**src/rtl/lo_pkg.sv**
```systemverilog
// Shared types and helpers for the quadrature LO sequencer.
//   lo_state_t : controller states
//   LO_*       : 2-bit two's-complement mixer levels (+1, 0, -1)
//   lo_lut     : phase index -> {cos, sin}; sin lags cos by one step
package lo_pkg;

  typedef enum logic [1:0] {
    IDLE,
    LOAD,
    RUN,
    HOLD
  } lo_state_t;

  localparam logic [1:0] LO_POS  = 2'b01;
  localparam logic [1:0] LO_ZERO = 2'b00;
  localparam logic [1:0] LO_NEG  = 2'b11;

  function automatic logic [3:0] lo_lut(input logic [1:0] idx);
    logic [3:0] cs;
    case (idx)
      2'd0:    cs = {LO_POS,  LO_ZERO};
      2'd1:    cs = {LO_ZERO, LO_POS};
      2'd2:    cs = {LO_NEG,  LO_ZERO};
      default: cs = {LO_ZERO, LO_NEG};
    endcase
    return cs;
  endfunction

endpackage

```
**src/rtl/lo_dwell_cnt.sv**
```systemverilog
// Dwell counter for the LO sequencer.
//   clk, resetn : clock, async active-low reset
//   clr         : force count to zero (has priority over en)
//   en          : count this clock
//   div         : terminal count (dwell length minus one)
//   boundary    : high while enabled and count == div (last clock of a dwell)
module lo_dwell_cnt #(
  parameter int DIV_W = 4
) (
  input  logic             clk,
  input  logic             resetn,
  input  logic             clr,
  input  logic             en,
  input  logic [DIV_W-1:0] div,
  output logic             boundary
);

  logic [DIV_W-1:0] cnt_q, cnt_d;

  assign boundary = en && (cnt_q == div);

  always_comb begin
    cnt_d = cnt_q;
    if (clr) begin
      cnt_d = '0;
    end else if (en) begin
      cnt_d = boundary ? '0 : cnt_q + 1'b1;
    end
  end

  always_ff @(posedge clk or negedge resetn) begin
    if (!resetn) cnt_q <= '0;
    else         cnt_q <= cnt_d;
  end

endmodule

```
**src/rtl/lo_seq_ctrl.sv**
```systemverilog
// Quadrature LO sequencer/controller for the IQ demodulator.
// Steps a 2-bit phase index every cfg_div+1 clocks and drives cos/sin levels.
//   clk, resetn            : clock, async active-low reset
//   cfg_valid/cfg_ready    : config handshake (div, dir, start phase)
//   cfg_div/cfg_dir/cfg_phase : dwell-1, step direction (1 = decrement), start index
//   start, stop            : sequencing control pulses
//   running                : high in LOAD/RUN/HOLD
//   tick                   : one-clock strobe when cos/sin take a new value
//   phase_idx, cosine_out, sine_out : registered LO outputs
module lo_seq_ctrl
  import lo_pkg::*;
#(
  parameter int DIV_W   = 4,
  parameter int DIV_RST = 4
) (
  input  logic             clk,
  input  logic             resetn,
  input  logic             cfg_valid,
  output logic             cfg_ready,
  input  logic [DIV_W-1:0] cfg_div,
  input  logic             cfg_dir,
  input  logic [1:0]       cfg_phase,
  input  logic             start,
  input  logic             stop,
  output logic             running,
  output logic             tick,
  output logic [1:0]       phase_idx,
  output logic [1:0]       cosine_out,
  output logic [1:0]       sine_out
);

  lo_state_t        state_q, state_d;
  logic             start_req_q, start_req_d;
  logic [1:0]       phase_idx_q, phase_idx_d;
  logic [1:0]       cos_q, cos_d, sin_q, sin_d;
  logic             tick_q, tick_d;
  logic             running_q, running_d;
  logic             cfg_ready_q, cfg_ready_d;
  logic [DIV_W-1:0] div_q, div_d, sh_div_q, sh_div_d;
  logic             dir_q, dir_d, sh_dir_q, sh_dir_d;
  logic [1:0]       ph_q, ph_d, sh_ph_q, sh_ph_d;
  logic             pending_q, pending_d;
  logic             cnt_clr, cnt_en, boundary, accept;
  logic [1:0]       step_idx;

  lo_dwell_cnt #(.DIV_W(DIV_W)) u_dwell (
    .clk      (clk),
    .resetn   (resetn),
    .clr      (cnt_clr),
    .en       (cnt_en),
    .div      (div_q),
    .boundary (boundary)
  );

  assign accept   = cfg_valid && cfg_ready_q;
  assign step_idx = dir_q ? phase_idx_q - 2'd1 : phase_idx_q + 2'd1;

  always_comb begin
    state_d     = state_q;
    start_req_d = 1'b0;
    phase_idx_d = phase_idx_q;
    cos_d       = cos_q;
    sin_d       = sin_q;
    tick_d      = 1'b0;
    div_d       = div_q;
    dir_d       = dir_q;
    ph_d        = ph_q;
    sh_div_d    = sh_div_q;
    sh_dir_d    = sh_dir_q;
    sh_ph_d     = sh_ph_q;
    pending_d   = pending_q;
    cnt_clr     = 1'b1;
    cnt_en      = 1'b0;

    case (state_q)
      // start is registered once before LOAD so the first outputs land two
      // edges after the start sample; stop in the same cycle cancels it.
      IDLE: begin
        if (start_req_q) state_d = LOAD;
        else             start_req_d = start && !stop;
      end
      LOAD: begin
        phase_idx_d    = ph_q;
        {cos_d, sin_d} = lo_lut(ph_q);
        tick_d         = 1'b1;
        state_d        = stop ? HOLD : RUN;
      end
      RUN: begin
        cnt_clr = 1'b0;
        cnt_en  = 1'b1;
        if (boundary) begin
          if (stop) begin
            // stop on the last clock of a dwell ends the dwell right here
            state_d = IDLE;
            cos_d   = LO_ZERO;
            sin_d   = LO_ZERO;
          end else begin
            phase_idx_d    = step_idx;
            {cos_d, sin_d} = lo_lut(step_idx);
            tick_d         = 1'b1;
          end
        end else if (stop) begin
          state_d = HOLD;
        end
      end
      HOLD: begin
        cnt_clr = 1'b0;
        cnt_en  = 1'b1;
        if (boundary) begin
          state_d = IDLE;
          cos_d   = LO_ZERO;
          sin_d   = LO_ZERO;
        end
      end
      default: state_d = IDLE;
    endcase

    // pending and accept are exclusive because cfg_ready is low while pending
    if (pending_q && (boundary || state_d == IDLE)) begin
      div_d     = sh_div_q;
      dir_d     = sh_dir_q;
      ph_d      = sh_ph_q;
      pending_d = 1'b0;
    end
    if (accept) begin
      if (state_q == IDLE || state_d == IDLE) begin
        div_d = cfg_div;
        dir_d = cfg_dir;
        ph_d  = cfg_phase;
      end else begin
        sh_div_d  = cfg_div;
        sh_dir_d  = cfg_dir;
        sh_ph_d   = cfg_phase;
        pending_d = 1'b1;
      end
    end

    running_d   = (state_d != IDLE);
    cfg_ready_d = !pending_d;
  end

  always_ff @(posedge clk or negedge resetn) begin
    if (!resetn) begin
      state_q     <= IDLE;
      start_req_q <= 1'b0;
      phase_idx_q <= '0;
      cos_q       <= LO_ZERO;
      sin_q       <= LO_ZERO;
      tick_q      <= 1'b0;
      running_q   <= 1'b0;
      cfg_ready_q <= 1'b1;
      div_q       <= DIV_W'(DIV_RST);
      dir_q       <= 1'b0;
      ph_q        <= '0;
      sh_div_q    <= '0;
      sh_dir_q    <= 1'b0;
      sh_ph_q     <= '0;
      pending_q   <= 1'b0;
    end else begin
      state_q     <= state_d;
      start_req_q <= start_req_d;
      phase_idx_q <= phase_idx_d;
      cos_q       <= cos_d;
      sin_q       <= sin_d;
      tick_q      <= tick_d;
      running_q   <= running_d;
      cfg_ready_q <= cfg_ready_d;
      div_q       <= div_d;
      dir_q       <= dir_d;
      ph_q        <= ph_d;
      sh_div_q    <= sh_div_d;
      sh_dir_q    <= sh_dir_d;
      sh_ph_q     <= sh_ph_d;
      pending_q   <= pending_d;
    end
  end

  assign cfg_ready  = cfg_ready_q;
  assign running    = running_q;
  assign tick       = tick_q;
  assign phase_idx  = phase_idx_q;
  assign cosine_out = cos_q;
  assign sine_out   = sin_q;

endmodule

```
**config.mk**
```make
export PLATFORM = sky130hd
export DESIGN_NAME = lo_seq_ctrl
export DESIGN_NICKNAME = d
export VERILOG_FILES = /design/src/rtl/lo_pkg.sv /design/src/rtl/lo_dwell_cnt.sv /design/src/rtl/lo_seq_ctrl.sv
export SDC_FILE = /design/constraint.sdc
export NUM_CORES = 1
export LEC_CHECK = 0
export ABC_CLOCK_PERIOD_IN_PS = 2800
export CAP_MARGIN = 40
export CORE_MARGIN = 2
export CORE_UTILIZATION = 54
export DETAILED_ROUTE_END_ITERATION = 16
export PLACE_DENSITY_LB_ADDON = 0.25
export SYNTH_ARGS = -nofsm -noshare
export SYNTH_HDL_FRONTEND = slang
export SYNTH_SLANG_ARGS = --single-unit
```
**constraint.sdc**
```tcl
create_clock -name clk -period 2.8 [get_ports clk]
set_clock_uncertainty 0.1 [all_clocks]
set_input_delay 0.42 -clock clk [delete_from_list [all_inputs] [get_ports clk]]
set_output_delay 0.42 -clock clk [all_outputs]
set_load 0.03 [all_outputs]
```
* Word-level counts from Yosys, hierarchy flattened
Cells that the tools add are included.
** Storage, ports and cells
- Word-level logic and storage cells :: 92
- Register bits :: 31
- Input port bits :: 12
- Output and inout port bits :: 9
** Operators by class
- Reduce and logical (&&, ||, !) cells :: 19
- $add $sub $neg :: 3
- Multiplexer cells :: 41
- Eq/ne operators :: 12
- Bitwise logic cells :: 1
** Operators by type and width (number)
- 2-bit 2-to-1 mux :: 16
- 4-bit 2-to-1 mux :: 6
- 4-bit case mux with 3 select lines :: 2
- 1-bit 2-to-1 mux :: 12
- 2-bit case mux with 3 select lines :: 2
- 2-bit == test (second input constant) :: 4
- 2-bit zero test :: 4
- 2-bit case mux with 4 select lines :: 1
- 2-bit by 1-bit == test with 1-bit output (second input constant) :: 3
- 2-bit != test (second input constant) :: 3
- 3-bit AND reduction :: 2
- 4-bit by 1-bit adder with 4-bit output (second input constant) :: 1
- 4-bit == test :: 1
- 1-bit logical AND :: 4
- 2-bit case mux with 2 select lines :: 1
- 2-bit nonzero test :: 2
- 3-bit nonzero test :: 1
- 2-bit by 1-bit adder with 2-bit output (second input constant) :: 1
- 1-bit zero test :: 2
- 1-bit logical OR :: 2
- 2-bit by 1-bit != test with 1-bit output (second input constant) :: 1
- 1-bit case mux with 2 select lines :: 1
- 2-bit AND reduction :: 1
- 2-bit OR reduction :: 1
- other kinds (2) :: 2

* Longest topological paths before layout
Gate-level depths: netlist (run 1).
- Depth in word-level cells :: 13
- Mapped depth :: 9
- Depth with buffers taken out :: 8

* Modules after synthesis
A second synthesis (run 1) with hierarchy kept.
** Unflattened totals
- Cells, all modules :: 161
- Area, all modules :: 1776.7 um2
** Modules (own cells, without submodules)
- lo_seq_ctrl :: area each 1506.4 um2, instances 1, sequential area each 678.2 um2, cells an instance 135
- lo_dwell_cnt :: area each 270.3 um2, instances 1, sequential area each 100.1 um2, cells an instance 26

* Least setup slack after synthesis (run 1)
Ideal clock, no wire load.
- Path kind :: register -> register
- From :: register state_q[0]
- To :: register dir_q
- Buffers on the path :: 1
- Required time :: 2.575 ns
- Cell stages (with the launch flop) :: 9
- Library setup time :: 0.125 ns
- Slack :: 0.489 ns
- Data arrival time :: 2.086 ns
- Clock period less this slack :: 2.311 ns
- Cells stage by stage :: dfrtp_1 inv_1 ha_1 buf_2 nor2_1 nor2_1 o211ai_2 mux2_2 mux2_4
** Between the ends
- Word-level cells in the longest chain between the ends :: 12
- Elaborated cells on any way between the ends :: 20
- Classes of those cells :: eq/ne: 3; mux: 10; reduce/logical: 7
** RTL lines
- start: declaration :: line lo_seq_ctrl.sv:32 : lo_state_t state_q, state_d;
- start signal: assignment :: line lo_seq_ctrl.sv:160 : state_q <= state_d;
- 2-bit == test :: line lo_seq_ctrl.sv:75 : case (state_q)
- 2-bit OR reduction (no source line)
- 1-bit 2-to-1 mux :: line lo_seq_ctrl.sv:75
- 1-bit logical AND :: line lo_dwell_cnt.sv:20 : assign boundary = en && (cnt_q == div);
- 2-bit 2-to-1 mux (on tied branches) :: line lo_seq_ctrl.sv:109, lo_seq_ctrl.sv:91
- 2-bit case mux with 4 select lines :: line lo_seq_ctrl.sv:75
- 2-bit zero test :: line lo_seq_ctrl.sv:119, lo_seq_ctrl.sv:126
- 1-bit logical OR :: line lo_seq_ctrl.sv:119 : if (pending_q && (boundary || state_d == IDLE)) begin
- 1-bit logical AND :: line lo_seq_ctrl.sv:119
- 1-bit 2-to-1 mux :: line lo_seq_ctrl.sv:119
- 1-bit 2-to-1 mux :: line lo_seq_ctrl.sv:126 : if (state_q == IDLE || state_d == IDLE) begin
- 1-bit 2-to-1 mux * :: line lo_seq_ctrl.sv:125 : if (accept) begin
- via dir_d :: line lo_seq_ctrl.sv:40 : logic dir_q, dir_d, sh_dir_q, sh_dir_d;
- end signal: assignment :: line lo_seq_ctrl.sv:169 : dir_q <= dir_d;
- end: declaration :: line lo_seq_ctrl.sv:40
Mark *: on every way through the listed nets, which the timed path passes. The rest lies on a longest branch.
A chain may end at the register's enable or synchronous reset.

* Final worst setup path (run 1)
- From :: register state_q[0]
- To :: register div_q[3]
** Between the ends
- Word-level cells in the longest chain between the ends :: 12
- Elaborated cells on any way between the ends :: 20
- Classes of those cells :: eq/ne: 3; mux: 10; reduce/logical: 7
** RTL lines
- 2-bit == test :: line lo_seq_ctrl.sv:75
- 2-bit OR reduction (no source line)
- 1-bit 2-to-1 mux :: line lo_seq_ctrl.sv:75
- 1-bit logical AND :: line lo_dwell_cnt.sv:20
- 2-bit 2-to-1 mux (on tied branches) :: line lo_seq_ctrl.sv:109, lo_seq_ctrl.sv:91
- 2-bit case mux with 4 select lines :: line lo_seq_ctrl.sv:75
- 2-bit zero test :: line lo_seq_ctrl.sv:119, lo_seq_ctrl.sv:126
- 1-bit logical OR :: line lo_seq_ctrl.sv:119
- 1-bit logical AND :: line lo_seq_ctrl.sv:119
- 4-bit 2-to-1 mux :: line lo_seq_ctrl.sv:119
- 4-bit 2-to-1 mux :: line lo_seq_ctrl.sv:126
- 4-bit 2-to-1 mux * :: line lo_seq_ctrl.sv:125
- via div_d[3] :: line lo_seq_ctrl.sv:39 : logic [DIV_W-1:0] div_q, div_d, sh_div_q, sh_div_d;
- end signal: assignment :: line lo_seq_ctrl.sv:152 : div_q <= DIV_W'(DIV_RST);
- end signal: assignment :: line lo_seq_ctrl.sv:168 : div_q <= div_d;
- end: declaration :: line lo_seq_ctrl.sv:39
Marked as above.

==> flow_metrics.tcl, run 1 <==
set metrics [dict create \
    io_pins 21 \
    ff2ff_setup_slack_ps 240 \
    required_ps 2910 \
    p_total_uw 2637 \
    slew_headroom 0.6131 \
    crit_chain "inv_1 -> ha_1 -> nor2_1 -> nor2_1 -> o211ai_4 -> mux2_2 -> mux2_4" \
    core_area_um2 3003 \
    p_switching_uw 1084 \
    synth_cell_types 38 \
    start_util 0.5571 \
    path_max_fanout 9 \
    cp_common_cell "nor2_1" \
    clkPwrFrac 0.112 \
    r2r_end "div_q[3]$_DFF_PN0_" \
    cpMaxStageDelayCell "dfrtp_1" \
    fin_nets 184 \
    avgSynthCellArea_um2 12.03 \
    die_h_um 59.66 \
    p_leak_uw 0.0009002 \
    yosys_warnings 0 \
    slew_viol_final 0 \
    fin_ws_ps 242.4 \
    syn_area_um2 1673 \
    setup_viol 0 \
    antenna_found_initial 0 \
    cts_setup_buffers 0 \
    wirelength_mm 3.043 \
    start_kind "flip-flop" \
    die_x_um 59.66 \
    grt_pass1_vias 1107 \
    io_buffers 20 \
    max_stage_delay_ps 440 \
    ys_async_sr_fraction 1.000 \
    first_pass_iters 4 \
    vias 1118 \
    fin_area_um2 1992 \
    wl_per_cell_um 15.29 \
    drt-initial-drc-count 52 \
    powerDensity_nw_per_um2 1324 \
    die_area_um2 3559 \
    numCtsBuffers 5 \
    ant_nets 0 \
    syn_inst 139 \
    cts_tree "done" \
    place_ws_ps 87.40 \
    antennaDiodeCount 0 \
    cts.hold.buffers_added 0 \
    synth_nets 158 \
    max_freq_ghz 0.3910 \
    r2r_start "state_q[0]$_DFF_PN0_" \
    synth_flop_cell "dfrtp_1" \
    final_common_cell "dfrtp_1" \
    avgViaCountPerCell 5.618 \
    hpwlAfterDp_mm 2.271 \
    grt_first_pass_wirelength_mm 5.112 \
    gp_congestion 0.8710 \
    cp-end-kind "flip-flop" \
    final_cell_mix "29 x dfrtp_1, 20 x clkdlybuf4s50_1, 11 x mux2_2" \
    crit_arrival_ps 2670 \
    fin_crit_sh 0.9134 \
    syn_to_final_growth_pct 19.07 \
    post_cts_resize_count 0 \
    synth_edf_count 0 \
    hold_violations 0 \
    drive_above_1_share 0.2470 \
    power_frac_seq 0.324 \
    nFillCells 238 \
    worstSetupPathType "flip-flop to flip-flop" \
    post-route-min-period_ps 2558 \
    grt_overflow 0 \
    grt_max_degree 32 \
    p_int_uw 1553 \
    cts_buffer_depth 2 \
    reg2regPathDepth 7 \
    peakVddDrop_uv 612.8 \
    min_path_type "primary input to asynchronous set/reset pin" \
    tightest_slew_ps 580.4 \
    pwr-share-comb 0.564 \
    grt_use_total 0.1963 \
    yosysSeqAreaShare 0.4652 \
    drc_errors 0 \
    cts.sinks 31 \
    status "finished, final reports clean" \
    h-tree-depth 2 \
    clkLatencyLatePin_ps 330 \
    post_dp_cell_area_um2 1914 \
    tns_ps 0 \
    maxCapViolCount 0 \
    ys_seq_elements 31 \
    hold_ws_ps 378.0 \
    switching_share 0.4109 \
    cts-root-buf "clkbuf_4" \
    core.rowCount 20 \
    clk_pin_slew_ps 90 \
    grt_setup_unrepaired "no" \
]
[routing by layer]
layer | up-vias | routed length [µm] | part of all wire | track usage
li1 | 537 | - | - | -
met1 | 552 | 1397 | 0.46 | 0.2606
met2 | 25 | 1472 | 0.48 | 0.3075
met3 | 4 | 140 | 0.046 | 0.05844
met4 | 0 | 33 | 0.011 | 0.06667
met5 | - | 0 | 0 | 0
[sequential cells by signal, summed over array words and instances (netlist names), 2 cells and up]
name	cells
cosine_out	2
div_q	4
ph_q	2
phase_idx	2
sh_div_q	4
sh_ph_q	2
sine_out	2
state_q	2
u_dwell.cnt_q	4
[logic make-up (layout without fill, tap and decap cells)]
kind of cell    after synthesis  in the layout  share of synthesized area
mux                          22             22                     0.1631
compound gates               28             28                     0.1242
flops                        31             31                     0.4652
fa+ha+maj                     7              7                    0.05235
buf+inv                      13             40                    0.03141
xor+xnor                      8              8                    0.05984
simple gates                 30             30                     0.1040
[worst max-delay path, delay by kind of cell, from the launching register on]
family | cells | cell delay (ps)
AO/OA/AOI/OAI | 1 | 340
adder cells (fa/ha/maj) | 1 | 330
multiplexers | 2 | 620
buffers and inverters | 1 | 110
flip-flops | 1 | 440
AND/OR/NAND/NOR | 2 | 500
[final cells by class]
cell class | instances | area [µm²] | area share
flip-flops and latches | 31 | 778.2 | 0.3907
well taps | 33 | 41.29 | 0.02073
clock buffers | 8 | 68.82 | 0.03455
multi-input cells | 95 | 850.8 | 0.4271
inverters | 10 | 37.54 | 0.01884
repair buffers | 22 | 215.2 | 0.1080
[how the worst max path moves through the flow]
| stage | to | start | slack [ps] |
|---|---|---|---|
| 2_1_floorplan | dir_q$_DFF_PN0_ | state_q[0]$_DFF_PN0_ | 490 |
| 3_3_place_gp | div_q[0]$_DFF_PN0_ | stop | 140 |
| 3_5_place_dp | dir_q$_DFF_PN0_ | stop | 90 |
| 4_1_cts | div_q[3]$_DFF_PN0_ | state_q[0]$_DFF_PN0_ | 160 |
| 5_1_grt | dir_q$_DFF_PN0_ | state_q[0]$_DFF_PN0_ | 60 |
| 6_report | div_q[3]$_DFF_PN0_ | state_q[0]$_DFF_PN0_ | 240 |
[power by group through the flow]
stage               clock network, µW  logic, µW  registers, µW
floorplan                           0       1040            930
global placement                    0       1420            844
detailed placement                  0       1470            864
CTS                               302       1480            853
global route                      323       1620            880
finish                            295       1490            855
[cells in the mapped netlist (all sizes together), types with 4 or more instances]
cell type | number | area share
a21o | 4 | 0.019
nand2 | 7 | 0.016
dfrtp | 29 | 0.43
nor2 | 10 | 0.027
mux2 | 21 | 0.16
inv | 10 | 0.022
o21ai | 6 | 0.018
nor3 | 5 | 0.015
ha | 7 | 0.052
xnor2 | 6 | 0.049
a21oi | 5 | 0.017
a22oi | 4 | 0.018
[stage by stage]
step                      utilization  instances
final                          0.6633        199
after global routing           0.6633        199
after CTS                      0.6604        199
after detailed placement       0.6375        191
after global placement         0.6375        191
after floorplan                     -        139
No activity file was read; power rests on OpenSTA's default activity.
==> inputs of run 2 (changes only) <==
--- a/config.mk
+++ b/config.mk
@@ -11,6 +11,7 @@
 export CORE_UTILIZATION = 54
 export DETAILED_ROUTE_END_ITERATION = 16
 export PLACE_DENSITY_LB_ADDON = 0.25
+export SKIP_CTS_REPAIR_TIMING = 1
 export SYNTH_ARGS = -nofsm -noshare
 export SYNTH_HDL_FRONTEND = slang
 export SYNTH_SLANG_ARGS = --single-unit
==> results of run 2 <==
No change in the layout: final DEF, timing and power equal those of run 1.
